--- config.mk ---
export PLATFORM = sky130hd
export DESIGN_NAME = toggle_period_meter
export DESIGN_NICKNAME = d
export VERILOG_FILES = /design/src/rtl/toggle_period_meter_pkg.sv /design/src/rtl/toggle_period_meter_edge_detect.sv /design/src/rtl/toggle_period_meter.sv
export SDC_FILE = /design/constraint.sdc
export NUM_CORES = 1
export LEC_CHECK = 0
export ABC_CLOCK_PERIOD_IN_PS = 2000
export CAP_MARGIN = 20
export CORE_ASPECT_RATIO = 0.75
export CORE_UTILIZATION = 52
export DETAILED_ROUTE_END_ITERATION = 12
export GPL_ROUTABILITY_DRIVEN = 0
export PLACE_DENSITY_LB_ADDON = 0.3
export SLEW_MARGIN = 40
export SYNTH_ARGS = -nofsm -noshare
export SYNTH_HDL_FRONTEND = slang
export SYNTH_SLANG_ARGS = --single-unit
--- constraint.sdc ---
create_clock -name clk -period 2 [get_ports clk]
set_input_delay 0.5 -clock clk [delete_from_list [all_inputs] [get_ports clk]]
set_output_delay 0.5 -clock clk [all_outputs]
set_load 0.02 [all_outputs]
--- src/rtl/toggle_period_meter_pkg.sv ---
// Shared definitions for the toggle period meter.
//  - DEF_CNT_W     : default width of the period counter and result
//  - meter_state_e : FSM state encoding (IDLE=0, ARM=1, MEASURE=2, DONE=3)
package toggle_period_meter_pkg;

    localparam int unsigned DEF_CNT_W = 16;

    typedef enum logic [1:0] {
        ST_IDLE    = 2'd0,
        ST_ARM     = 2'd1,
        ST_MEASURE = 2'd2,
        ST_DONE    = 2'd3
    } meter_state_e;

endpackage

--- src/rtl/toggle_period_meter_edge_detect.sv ---
// Registers the signal under test once per clock and flags its edges.
// The register runs in every state so the first rise after arming is
// detected against the true previous level.
//  clk    in  system clock, rising edge
//  reset  in  synchronous active-high reset (previous level forced to 0)
//  din_i  in  signal under test, already synchronous to clk
//  rise_o out din_i high now, low in the previous cycle
//  fall_o out din_i low now, high in the previous cycle
module toggle_period_meter_edge_detect (
    input  logic clk,
    input  logic reset,
    input  logic din_i,
    output logic rise_o,
    output logic fall_o
);

    logic din_q;

    always_ff @(posedge clk) begin
        if (reset) begin
            din_q <= 1'b0;
        end else begin
            din_q <= din_i;
        end
    end

    assign rise_o = din_i & ~din_q;
    assign fall_o = ~din_i & din_q;

endmodule

--- src/rtl/toggle_period_meter.sv ---
// Measures the period of a single-bit periodic signal in clk cycles, from
// one rising edge to the next, and returns it over a valid/ready handshake.
// A measurement that sees no edge within MAX_CNT cycles (while arming or
// while measuring) returns timeout=1 with period=0.
//
// Optional feature: define TOGGLE_METER_HIGH_TIME_EN to also report the
// number of cycles din was high during the measured period on high_cnt.
// Without it high_cnt is constant 0 and no high-time counter is built.
//
// Ports
//  clk        in   system clock, rising edge
//  reset      in   synchronous active-high reset; aborts any measurement
//  din        in   signal under test, synchronous to clk
//  start      in   one-cycle request; only honoured in IDLE
//  busy       out  high whenever the FSM is not IDLE
//  res_valid  out  result available (DONE state)
//  res_ready  in   consumer accepts the result
//  period     out  measured period in cycles, 0 on timeout
//  timeout    out  no edge seen within MAX_CNT cycles
//  high_cnt   out  high cycles within the period (optional feature)
module toggle_period_meter
    import toggle_period_meter_pkg::*;
#(
    parameter int unsigned      CNT_W   = DEF_CNT_W,
    parameter logic [CNT_W-1:0] MAX_CNT = '1
) (
    input  logic             clk,
    input  logic             reset,
    input  logic             din,
    input  logic             start,
    output logic             busy,
    output logic             res_valid,
    input  logic             res_ready,
    output logic [CNT_W-1:0] period,
    output logic             timeout,
    output logic [CNT_W-1:0] high_cnt
);

    meter_state_e     state_q, state_d;
    logic [CNT_W-1:0] cnt_q, cnt_d;
    logic [CNT_W-1:0] period_q, period_d;
    logic             timeout_q, timeout_d;
    logic             rise;
    logic             unused_fall;

`ifdef TOGGLE_METER_HIGH_TIME_EN
    logic [CNT_W-1:0] hcnt_q, hcnt_d;
    logic [CNT_W-1:0] high_q, high_d;
`endif

    toggle_period_meter_edge_detect u_edge (
        .clk    (clk),
        .reset  (reset),
        .din_i  (din),
        .rise_o (rise),
        .fall_o (unused_fall)
    );

    always_ff @(posedge clk) begin
        if (reset) begin
            state_q   <= ST_IDLE;
            cnt_q     <= '0;
            period_q  <= '0;
            timeout_q <= 1'b0;
`ifdef TOGGLE_METER_HIGH_TIME_EN
            hcnt_q    <= '0;
            high_q    <= '0;
`endif
        end else begin
            state_q   <= state_d;
            cnt_q     <= cnt_d;
            period_q  <= period_d;
            timeout_q <= timeout_d;
`ifdef TOGGLE_METER_HIGH_TIME_EN
            hcnt_q    <= hcnt_d;
            high_q    <= high_d;
`endif
        end
    end

    // A rise always wins over the limit check, so an edge arriving exactly
    // when cnt reaches MAX_CNT is still measured; the limit is tested before
    // incrementing so cnt never wraps.
    always_comb begin
        state_d   = state_q;
        cnt_d     = cnt_q;
        period_d  = period_q;
        timeout_d = timeout_q;
`ifdef TOGGLE_METER_HIGH_TIME_EN
        hcnt_d    = hcnt_q;
        high_d    = high_q;
`endif
        case (state_q)
            ST_IDLE: begin
                if (start) begin
                    state_d = ST_ARM;
                    cnt_d   = '0;
                end
            end
            ST_ARM: begin
                if (rise) begin
                    state_d = ST_MEASURE;
                    cnt_d   = CNT_W'(1);
`ifdef TOGGLE_METER_HIGH_TIME_EN
                    // The arming cycle itself has din=1 and belongs to the period.
                    hcnt_d  = CNT_W'(1);
`endif
                end else if (cnt_q == MAX_CNT) begin
                    state_d   = ST_DONE;
                    timeout_d = 1'b1;
                    period_d  = '0;
`ifdef TOGGLE_METER_HIGH_TIME_EN
                    high_d    = '0;
`endif
                end else begin
                    cnt_d = cnt_q + 1'b1;
                end
            end
            ST_MEASURE: begin
                if (rise) begin
                    state_d   = ST_DONE;
                    period_d  = cnt_q;
                    timeout_d = 1'b0;
`ifdef TOGGLE_METER_HIGH_TIME_EN
                    high_d    = hcnt_q;
`endif
                end else if (cnt_q == MAX_CNT) begin
                    state_d   = ST_DONE;
                    timeout_d = 1'b1;
                    period_d  = '0;
`ifdef TOGGLE_METER_HIGH_TIME_EN
                    high_d    = '0;
`endif
                end else begin
                    cnt_d  = cnt_q + 1'b1;
`ifdef TOGGLE_METER_HIGH_TIME_EN
                    hcnt_d = hcnt_q + CNT_W'(din);
`endif
                end
            end
            ST_DONE: begin
                if (res_ready) begin
                    state_d = ST_IDLE;
                end
            end
            default: begin
                state_d = ST_IDLE;
            end
        endcase
    end

    assign busy      = (state_q != ST_IDLE);
    assign res_valid = (state_q == ST_DONE);
    assign period    = period_q;
    assign timeout   = timeout_q;

`ifdef TOGGLE_METER_HIGH_TIME_EN
    assign high_cnt = high_q;
`else
    assign high_cnt = '0;
`endif

endmodule

==> key figures <==
Placed design
  – HPWL after DPL: 3650 µm
  – Port Buffers: 23

Route
  – Per-cell routed wire length: 14.7 µm
  – Metal-1 WL: 2350 µm
  – DR vias/cell: roughly 5.9
  – Met3 WL: 327 µm
  – Final ANT Viol Nets: 0
  – Initial DRT Pass Iterations: 4
  – DRC Markers: 0
  – WL met2: 2190 µm
  – Via Count: 1958
  – Post-Route WL: 4920 µm
  – Max Used Layer: met4
  – Initial DRC count: 174

STA
  – Tcrit/Tclk final: 0.924
  – Hold Slack: between 0.4 and 0.5 ns
  – Final Skew: between 0.005 and 0.006 ns
  – Final setup TNS: 0 ns
  – Final number of hold-violating endpoints: 0
  – Fmax: 0.541 GHz
  – # setup viols final: 0
  – Slew Limit Fails: 0
  – RSZ-0062 raised after global routing: no
  – Post-layout minimum cycle time: about 1.8 ns

Logic synthesis
  – Most used DFF post-synth: dfxtp_1
  – Ys async rst share: 0
  – Post-synthesis average cell area: 8.46 µm²
  – Register area share after synthesis: 0.346
  – Post-synth EDFFs: 0
  – Number of register bits inferred by synthesis: 36
  – Synth top area cells: dfxtp_1, a211oi_1, buf_4
  – Area share of the largest cell type after synthesis: 0.346
  – Distinct cell type count of the synthesized netlist: 45
  – Number of synthesis warnings: 0
  – Area leader, netlist: dfxtp_1
  – Cell area after synthesis: between 0.002 and 0.0025 mm²
  – Post-Synthesis Cells: 246

GRT
  – Gr usage total: 0.257
  – Vias in the first global route: 1730
  – Initial antenna violation count: 0
  – Gr ovfl total: 0
  – First-pass GRT wire length: 8180 µm
  – Largest net degree at the start of global routing: 24

Clock network
  – Clock slew seen by the registers of the worst setup and hold paths: 0.07 ns
  – Number of buffers created by CTS: 5
  – Post-CTS Setup Bufs: 0
  – # clock sinks: 36
  – Hold-fix buffers at CTS: 0
  – Clk buf depth: 2
  – Clk root buf: clkbuf_8
  – H-tree Lvls: 2
  – Skew-Pair Late Insertion Delay: roughly 0.29 ns
  – CTS tree: built

Run status
  – Status: complete, no violations

Worst setup path
  – Top delay family on crit path: buffers and inverters
  – Worst EP arrival: approximately 1.4 ns
  – Worst-path maximum fanout: 4
  – CP cell instances: inv_1, ha_1, inv_1, dlygate4sd2_1
  – Worst Setup Start Kind: flop
  – Most frequent CP cell: inv_1
  – Setup CP Type: flop to primary output
  – Crit-path max cell delay: 0.37 ns
  – Buf+Inv Stages, Crit Path: 3
  – Critical Path RT: 1.50 ns
  – CP max-delay cell: dfxtp_2
  – Element type at the critical path end: primary output
  – R2R Setup Slk: 0.17 ns

Final layout
  – Final-stage net count: 293
  – Share of layout cells above drive strength 1: 0.135
  – Area grow syn2layout: 21.6%
  – Most frequent cells in the layout: dfxtp_1, buf_4, clkdlybuf4s50_1
  – Most common cell after layout, fill and taps aside: dfxtp_1
  – Ant. Diodes: 0

Power
  – Standby leakage power: 0.892 nW
  – Total Power: 1.78 mW
  – Power density cells: 701 mW/mm²
  – Max IR drop VDD: about 0.31 mV

Run
  – Max_cap viols: 0

Die
  – CORE AREA: 0.00376 mm²
  – Die Wd: 75.1 µm
  – Core Rows: 19
  – IO Pins: 40
  – Die Y: 56.8 µm
  – Initial Utilization: 0.554
  – DIE AREA: 0.00426 mm²

Min path
  – Hold crit path type: flop to flop
report_power, final:
group | switching [mW] | internal (mW) | leakage (nW)
Sequential | 0.0150 | 0.739 | 0.291
Clock | 0.253 | 0.280 | 0.0445
Combinational | 0.288 | 0.201 | 0.556
worst paths after layout:
check / depth (start not counted) / to / from
worst max-delay path: 4 / busy / state_q[1]
worst min-delay path: 2 / period[12] / period[12]
worst max register to register: 7 / cnt_q[4] / state_q[0]
worst min register to register: 2 / period[12] / period[12]
cells in the mapped netlist, types with 2 or more instances:
master and instances:
a41oi_1 2, nor4b_1 2, nor3_1 5, a311oi_1 2, nor2b_1 4, a211oi_1 17, nor2_1 19, nand2_1 5
o22ai_1 16, buf_2 5, or4_1 5, buf_1 2, ha_1 7, o31ai_1 6, mux2i_1 6, and4_1 2
inv_1 15, and3_1 3, a21oi_1 8, buf_4 16, o21ai_0 2, nor4_1 7, clkbuf_1 9, nand3_1 12
dfxtp_1 36, o211ai_1 14
tightest hold or removal path: stages, from the launching register on:
cell,delay (ns)
dfxtp_1,0.31
nor2_1,0.09
a211oi_1,0.05
timing repair:
item | CTS | global route
endpoints found under the setup margin | 2 | 12
gates resized for setup | 2 | 3
pin swaps | 0 | 0
per-layer routing:
metal  up-vias  GRT usage
li1        970          -
met1       911      0.373
met2        71      0.371
met3         6     0.0557
met4         0     0.0863
met5         -          0
sequential cells by signal, indices dropped and copies added (netlist names):
signal,cells
cnt_q,16
period,16
state_q,2
timeout,1
u_edge.din_q,1
per-stage QoR:
stage	setup WS, ns	utilization	instances	instance area, µm²
after floorplan	0.175	-	261	2140
after CTS	0.0587	0.673	334	2530
final	0.152	0.674	334	2530
after global routing	0.0480	0.674	334	2530
after global placement	-0.0457	0.649	326	2440
after detailed placement	-0.0865	0.649	326	2440
cell type report:
| type | instances | area, µm² |
|---|---|---|
| repair buffers | 47 | 433 |
| clock buffers | 7 | 86.3 |
| well taps | 52 | 65.1 |
| flip-flops and latches | 36 | 722 |
| inverters | 15 | 56.3 |
| clock inverters | 1 | 7.51 |
| fillers | 362 | 1220 |
| multi-input cells | 176 | 1160 |
cell families after synthesis:
| group | after synthesis | share of synthesized area |
|---|---|---|
| other | 1 | 0.00180 |
| AO/OA/AOI/OAI | 74 | 0.248 |
| buffers and inverters | 49 | 0.124 |
| flip-flops | 36 | 0.346 |
| adder cells (fa/ha/maj) | 7 | 0.0421 |
| AND/OR/NAND/NOR | 73 | 0.209 |
| multiplexers | 6 | 0.0288 |
(Power assumes the default switching activity.)
